`src/rtl/log_pkg.sv`:
```
//------------------------------------------------------------------------------
// Module      : log_pkg
// Description : Shared types for the event log buffer (levels, entry record).
// Revision    : 1.0 - initial release
//------------------------------------------------------------------------------
`default_nettype none

package log_pkg;

    localparam int LOG_DATA_W = 32;
    localparam int LOG_TS_W   = 32;
    localparam int DROP_CNT_W = 16;

    typedef enum logic [1:0] {
        LVL_DEBUG = 2'd0,
        LVL_INFO  = 2'd1,
        LVL_WARN  = 2'd2,
        LVL_RSVD  = 2'd3
    } level_e;

    typedef struct packed {
        level_e                level;
        logic [LOG_DATA_W-1:0] data;
        logic [LOG_TS_W-1:0]   ts;
    } log_entry_t;

    // Reserved level never passes, regardless of threshold.
    function automatic logic level_passes(input logic [1:0] lvl, input logic [1:0] min_lvl);
        return (lvl != LVL_RSVD) && (lvl >= min_lvl);
    endfunction

endpackage

`default_nettype wire

```
`src/rtl/sync_fifo.sv`:
```
//------------------------------------------------------------------------------
// Module      : sync_fifo
// Description : First-word fall-through FIFO of log entries; head reads as 0 when empty.
// Revision    : 1.0 - initial release
//------------------------------------------------------------------------------
`default_nettype none

module sync_fifo
    import log_pkg::*;
#(
    parameter int DEPTH = 16
) (
    input  logic                       clk,
    input  logic                       rst,
    input  logic                       i_push,
    input  logic                       i_pop,
    input  log_entry_t                 i_wr_entry,
    output log_entry_t                 o_rd_entry,
    output logic                       o_empty,
    output logic                       o_full,
    output logic [$clog2(DEPTH+1)-1:0] o_fill
);

    localparam int c_PTR_W  = $clog2(DEPTH);
    localparam int c_FILL_W = $clog2(DEPTH+1);

    log_entry_t            r_mem [DEPTH];
    logic [c_PTR_W-1:0]    r_wr_ptr;
    logic [c_PTR_W-1:0]    r_rd_ptr;
    logic [c_FILL_W-1:0]   r_fill;
    logic                  w_push;
    logic                  w_pop;

    assign o_empty = (r_fill == '0);
    assign o_full  = (r_fill == c_FILL_W'(DEPTH));
    assign o_fill  = r_fill;

    assign w_pop  = i_pop & ~o_empty;
    // A full FIFO still accepts a write when the head leaves in the same cycle.
    assign w_push = i_push & (~o_full | w_pop);

    assign o_rd_entry = o_empty ? '0 : r_mem[r_rd_ptr];

    always_ff @(posedge clk) begin
        if (w_push) begin
            r_mem[r_wr_ptr] <= i_wr_entry;
        end
    end

    // DEPTH is a power of two, so pointer overflow is the modulo wrap.
    always_ff @(posedge clk) begin
        if (rst) begin
            r_wr_ptr <= '0;
            r_rd_ptr <= '0;
            r_fill   <= '0;
        end else begin
            if (w_push) begin
                r_wr_ptr <= r_wr_ptr + c_PTR_W'(1);
            end
            if (w_pop) begin
                r_rd_ptr <= r_rd_ptr + c_PTR_W'(1);
            end
            case ({w_push, w_pop})
                2'b10:   r_fill <= r_fill + c_FILL_W'(1);
                2'b01:   r_fill <= r_fill - c_FILL_W'(1);
                default: r_fill <= r_fill;
            endcase
        end
    end

endmodule

`default_nettype wire

```
`src/rtl/event_log_buffer.sv`:
```
//------------------------------------------------------------------------------
// Module      : event_log_buffer
// Description : Filters and timestamps severity-tagged events into a FWFT FIFO.
// Revision    : 1.0 - initial release
//------------------------------------------------------------------------------
`default_nettype none

module event_log_buffer
    import log_pkg::*;
#(
    parameter int DEPTH  = 16,
    parameter int DATA_W = 32,
    parameter int TS_W   = 32
) (
    input  logic                       clk,
    input  logic                       rst,
    input  logic                       cfg_enable,
    input  logic [1:0]                 cfg_min_level,
    input  logic                       ev_valid,
    input  logic [1:0]                 ev_level,
    input  logic [DATA_W-1:0]          ev_data,
    output logic                       out_valid,
    input  logic                       out_ready,
    output logic [1:0]                 out_level,
    output logic [DATA_W-1:0]          out_data,
    output logic [TS_W-1:0]            out_ts,
    output logic [$clog2(DEPTH+1)-1:0] fill,
    output logic                       full,
    output logic [DROP_CNT_W-1:0]      drop_cnt
);

    logic [TS_W-1:0]       r_ts;
    logic [DROP_CNT_W-1:0] r_drop_cnt;
    logic                  w_accept;
    logic                  w_pop;
    logic                  w_push;
    logic                  w_drop;
    logic                  w_empty;
    log_entry_t            w_wr_entry;
    log_entry_t            w_rd_entry;

    assign w_accept = ev_valid & cfg_enable & level_passes(ev_level, cfg_min_level);
    assign w_pop    = out_valid & out_ready;
    assign w_push   = w_accept & (~full | w_pop);
    assign w_drop   = w_accept & full & ~w_pop;

    always_comb begin
        w_wr_entry       = '0;
        w_wr_entry.level = level_e'(ev_level);
        w_wr_entry.data  = LOG_DATA_W'(ev_data);
        w_wr_entry.ts    = LOG_TS_W'(r_ts);
    end

    sync_fifo #(
        .DEPTH (DEPTH)
    ) u_fifo (
        .clk        (clk),
        .rst        (rst),
        .i_push     (w_push),
        .i_pop      (w_pop),
        .i_wr_entry (w_wr_entry),
        .o_rd_entry (w_rd_entry),
        .o_empty    (w_empty),
        .o_full     (full),
        .o_fill     (fill)
    );

    assign out_valid = ~w_empty;
    assign out_level = w_rd_entry.level;
    assign out_data  = w_rd_entry.data[DATA_W-1:0];
    assign out_ts    = w_rd_entry.ts[TS_W-1:0];
    assign drop_cnt  = r_drop_cnt;

    always_ff @(posedge clk) begin
        if (rst) begin
            r_ts       <= '0;
            r_drop_cnt <= '0;
        end else begin
            r_ts <= r_ts + TS_W'(1);
            // Saturate so a long overflow episode never reads back as a small count.
            if (w_drop && (r_drop_cnt != '1)) begin
                r_drop_cnt <= r_drop_cnt + DROP_CNT_W'(1);
            end
        end
    end

endmodule

`default_nettype wire

```
`config.mk`:
```
export PLATFORM = sky130hd
export DESIGN_NAME = event_log_buffer
export DESIGN_NICKNAME = d
export VERILOG_FILES = /design/src/rtl/log_pkg.sv /design/src/rtl/sync_fifo.sv /design/src/rtl/event_log_buffer.sv
export SDC_FILE = /design/constraint.sdc
export NUM_CORES = 1
export LEC_CHECK = 0
export ABC_AREA = 1
export BUFFER_PORTS_ARGS = -buffer_cell sky130_fd_sc_hd__buf_2
export CORE_AREA = 2 2 308 310
export CTS_CLUSTER_DIAMETER = 200
export DETAILED_ROUTE_END_ITERATION = 6
export DIE_AREA = 0 0 310 312
export GPL_TIMING_DRIVEN = 0
export SLEW_MARGIN = 25
export SYNTH_ARGS = -nofsm -noshare
export SYNTH_HDL_FRONTEND = slang
export SYNTH_SLANG_ARGS = --single-unit
export TNS_END_PERCENT = 10
```
`constraint.sdc`:
```
create_clock -name clk -period 10.51 [get_ports clk]
set_input_delay 0 -clock clk [delete_from_list [all_inputs] [get_ports clk]]
set_output_delay 0 -clock clk [all_outputs]
set_load 0.005 [all_outputs]
```
# == Word-level counts from Yosys, hierarchy flattened ==
# Memories as Yosys holds them, arrays and structs flattened. A register that Yosys moved wholly into a read port is not among the register bits.
# Cells that the tools add are included.
# word_totals
ff_bits,61
latch_bits,0
ram_bits,1056
romBits,0
output_inout_bits,89
elab_cells,41
n_memories,1
# mem_list
memory,depth,width,read_ports,rd_ports_with_merged_regs,wr,line_no,rtl
u_fifo.r_mem,16,66,1,1,1,sync_fifo.sv:27,log_entry_t r_mem [DEPTH];
# classes
n_addsub,6
multipliers,0
div,0
magnitude_cmp,1
n_eq_ne,5
shift,0
mux,6
bitwise,13
reduce_logical,4
# ops
cell,count
two-way mux 66 bit,1
"adder 32 x 1 -> 32 bit, second input constant",1
"adder 16 x 1 -> 16 bit, second input constant",1
"!= test 16 bit, second input constant",1
case mux 5 bit (2 select lines),1
"adder 4 x 1 -> 4 bit, second input constant",2
bitwise AND 1 bit,8
two-way mux 4 bit,2
"adder 5 x 1 -> 5 bit, second input constant",1
"equality test 5 bit, second input constant",1
logical NOT 5 bit,1
"subtractor 5 x 1 -> 5 bit, second input constant",1
inverter 1 bit,3
"equality test 2 x 1 -> 1 bit, second input constant",1
"equality test 2 bit, second input constant",1
>= comparator 2 bit,1
logical AND 1 bit,2
two-way mux 1 bit,2
"!= test 2 bit, second input constant",1
bitwise OR 1 bit,2
nonzero test 2 bit,1

# == Longest topological paths before layout ==
# logic_depth
word_depth,8
ltp_mapped,17

# == Modules after synthesis ==
# Synthesis repeated with hierarchy kept, for this count alone.
# hier_totals
hier_cells,3629
hier_area_um2,45164.6
# modules_own_cells
mod,instances,cells_each,area_each_um2,seq_area_each_um2
sync_fifo,1,3196,42430.7,32050.7
event_log_buffer,1,433,2733.9,960.9

# == Least setup slack after synthesis ==
# No wires, ideal clock.
# synth_timing
path_kind,reg-to-reg
from,reg u_fifo.r_fill[0] (netlist: u_fifo.o_fill[0])
to,mem u_fifo.r_mem[11][0] in the netlist's numbering (enable)
setup_time_ns,0.491
arrival_time_ns,3.846
slack_ns,6.173
stages_incl_launch_ff,7
n_path_buf,0
cell_sequence,dfxtp_1 nor2_1 nand4_1 nand3_1 inv_1 nand2_1 nor2_1
# synth_via
elab_chain_len,8
# synth_lines
item,line_no,rtl
from (decl),sync_fifo.sv:30,logic [c_FILL_W-1:0] r_fill;
from (signal assigned),sync_fifo.sv:64,2'b10: r_fill <= r_fill + c_FILL_W'(1);
from (signal assigned),sync_fifo.sv:65,2'b01: r_fill <= r_fill - c_FILL_W'(1);
from (signal assigned),sync_fifo.sv:66,default: r_fill <= r_fill;
logical NOT 5 bit,sync_fifo.sv:34,assign o_empty = (r_fill == '0);
inverter 1 bit,"sync_fifo.sv:38, event_log_buffer.sv:68",
bitwise AND 1 bit,event_log_buffer.sv:43,assign w_pop = out_valid & out_ready;
bitwise OR 1 bit / bitwise AND 1 bit (equally long branches),"event_log_buffer.sv:44, sync_fifo.sv:38",
bitwise AND 1 bit / bitwise OR 1 bit (equally long branches),"event_log_buffer.sv:44, sync_fifo.sv:40",
bitwise AND 1 bit *,sync_fifo.sv:40,assign w_push = i_push & (~o_full | w_pop);
two-way mux 1 bit *,sync_fifo.sv:45,if (w_push) begin
two-way mux 1 bit (implied by the code) *,sync_fifo.sv:46,r_mem[r_wr_ptr] <= i_wr_entry;
to (decl),sync_fifo.sv:27,
# Every way passes the cells marked *; elsewhere a longest branch is shown, timed or not.

==> reports/results.ini <==
[clock_network]
cts_resized = 0
htree_num_levels = 3
cts_buffer_depth = 3
worstSkewPairLatency_ns = 0.70
cts_root_buf = clkbuf_16
cts.sinks = 1121
cts_buffers = 115
cts_tree = yes
path_clk_slew_ns = 0.06

[min_path]
min-delay-start = cfg_min_level[0]
hold_class = input port to flip-flop
hold_depth = 10
holdPathEnd = drop_cnt[2]$_SDFFE_PP0P_

[layout]
multi_input_area_um2 = 10960
diodes = 0
syn_to_final_growth_pct = 17.39
nets = 4244
drive_above_1_share_pct = 10.87
seq_area_um2 = 33010
fillers = 7764

[route]
vias = 32350
routed_via_density = 5.839
drt_iter0_drc = 4248
post_drt_wl_per_cell_um = 26.20
ant_nets = 0
drc = 0
wl_mm = 145.2
first_pass_iters = 7

[global_route]
grt_pass1_wl_mm = 207.7
grt_overflow = 0
grtUsageTotal_pct = 29.87
grt_pass1_vias = 30410
grt_max_degree = 22
antenna_found_initial = 3

[placement]
io_buffers = 128
preCtsSetupSlack_ns = 7.337
dp_hpwl_mm = 95.80
routabilityCongestion = 0.8372

[timing]
worstMarginPinSlew_ns = 1.112
fin_ws_ns = 6.809
finalSetupTns_ns = 0
hold_violations = 0
fin_crit_sh_pct = 35.21
rsz0062_at_grt = false
skew_ns = 0.02823
max_freq_mhz = 270.2
setup_viol = 0
slew_headroom_pct = 25.89
drv_slew = 0
period_needed_ns = 3.701

[synth]
syn-num-nets = 3895
syn_inst = 3842
avgSynthCellArea_um2 = 11.84
synth_cell_types = 31
synth-edff-count = 1056
synth-seq-cells = 1121
yosysSeqAreaShare_pct = 72.56
synth.cell_area_um2 = 45500
synth-async-reset-ratio_pct = 0
yosys_warnings = 0
synth-main-ff-cell = edfxtp_1

[critical_path]
r2r_setup_slack_ns = 7.52
path_max_fanout = 10
crit_required_ns = 10.51
cp.arrival_ns = 3.70
start_kind = flip-flop
crit_type = flip-flop to output pin
rr_endpoint = u_fifo.r_mem[8][43]$_DFFE_PP_
r2r_cells = 8
end_kind = output pin
r2r-start = u_fifo.o_fill[2]$_SDFFE_PP0P_

[power_and_ir_drop]
power.leakage_uw = 0.01832
powerDensity_nw_per_um2 = 232.1
irDropWorstVdd_mv = 0.1656

[floorplanning]
core-area_um2 = 93050
num_rows = 112
start_util_pct = 48.90
fp.dieH_um = 312
die-area_um2 = 96720
die_w_um = 310
ioPinCount = 130

[status]
run_status = complete, no violations

[run]
max-cap-violations = 0

## how the worst max path moves through the flow
stage | startpoint | to | slack, ns | cells past startpoint
floorplan | u_fifo.o_fill[0]$_SDFFE_PP0P_ | u_fifo.r_mem[11][0]$_DFFE_PP_ | 6.17 | 6
global placement | ev_level[0] | u_fifo.r_mem[15][36]$_DFFE_PP_ | 1.91 | 9
detailed placement | ev_level[0] | u_fifo.r_mem[14][43]$_DFFE_PP_ | 7.34 | 12
CTS | flip-flop | out_data[11] | 6.89 | 7
global route | flip-flop | out_ts[11] | 6.82 | 8
finish | flip-flop | out_ts[13] | 6.81 | 8
## critical path, cell delays in order (launching register included)
cell	delay, ns
dfxtp_1	0.31
buf_2	0.28
clkinv_1	0.47
buf_2	0.38
buf_1	0.50
nand3_1	0.35
nand3_1	0.10
a21oi_1	0.37
buf_2	0.20
## logic make-up after synthesis
family / Yosys count / share of synthesized area (%)
AO/OA/AOI/OAI: 717 / 8.464
AND/OR/NAND/NOR: 1663 / 14.86
XOR/XNOR: 9 / 0.1733
adder cells (fa/ha/maj): 12 / 0.3300
buffers and inverters: 320 / 3.619
flip-flops: 1121 / 72.56
## what timing repair did
item	in CTS	in global routing
endpoints found under the setup margin	0	0
setup buffers	0	0
endpoints found under the hold margin	562	0
hold buffers	38	0
## cell type report
| class | instances | area share [%] |
|---|---|---|
| flip-flops and latches | 1121 | 61.81 |
| multi-input cells | 2401 | 20.52 |
| clock buffers | 145 | 5.798 |
| repair buffers | 232 | 5.046 |
| well taps | 1254 | 2.938 |
| plain buffers | 236 | 2.504 |
| clock inverters | 68 | 0.7918 |
| inverters | 84 | 0.5950 |
## where the power goes
part / switching [uW] / total (uW) / internal [uW]
registers: 33.3 / 4920 / 4890
clock network: 1720 / 3870 / 2150
logic: 2550 / 3610 / 1060
## registers in the layout, indices dropped and copies added (netlist names), named ones only
signal,flops
drop_cnt,16
r_ts,32
u_fifo.o_fill,5
u_fifo.r_mem,1056
u_fifo.r_rd_ptr,4
u_fifo.r_wr_ptr,4
## placed cells by master, fill, tap and decap left out, types with 2 or more instances in the layout
cell type	n
edfxtp_1	1056
nor2_1	976
o21ai_0	374
nand3_1	329
nand2_1	297
buf_2	161
o21ai_1	138
clkbuf_1	133
clkbuf_16	120
o211ai_1	103
a21oi_1	100
inv_1	80
dfxtp_1	65
buf_16	47
buf_6	40
dlygate4sd3_1	38
clkinv_1	37
buf_1	29
clkinv_2	21
nand4_1	20
buf_12	20
buf_4	16
nor2_4	16
nor3_1	13
ha_1	12
xor2_1	9
nand3b_1	8
clkbuf_2	6
clkinvlp_4	4
clkinv_8	3
bufinv_16	3
buf_8	2
nor2_2	2
inv_6	2
## through the flow
step / power [uW] / utilization [%] / instance area (um2) / hold slack [ns] / instances
floorplan: 6989 / - / 45500 / 0.09887 / 3842
global placement: 8544 / 51.27 / 47710 / 0.3875 / 5224
detailed placement: 8591 / 53.21 / 49510 / 0.3892 / 5290
CTS: 12400 / 57.40 / 53410 / 0.07027 / 5541
global route: 12860 / 57.40 / 53410 / 0.2130 / 5541
finish: 12400 / 57.40 / 53410 / 0.08013 / 5541
## Yosys cell counts, types with 8 or more instances
library cell  number  area share, %
nand3b_1           8           0.13
nand3_1          329            3.6
o21ai_0          374            4.1
edfxtp_1        1056             70
clkbuf_1         113           0.93
a21oi_1          100            1.1
ha_1              12           0.33
inv_1             80           0.66
buf_6             40           0.99
buf_1             31           0.26
o211ai_1         103            1.7
dfxtp_1           65            2.9
nor3_1            13           0.14
buf_4             16           0.26
nand4_1           20           0.27
buf_2             32           0.35
nand2_1          297            2.5
o21ai_1          138            1.5
xor2_1             9           0.17
nor2_1           992            8.2
## layer usage
metal / up-vias / track usage, % / share of wire (%)
met5: - / 0 / 0.0090
met4: 2 / 10.57 / 3.3
met3: 276 / 4.008 / 9.1
met2: 1804 / 48.16 / 47
met1: 15870 / 41.80 / 40
li1: 14400 / - / -
Note: power is estimated with default switching activity, not from simulation.
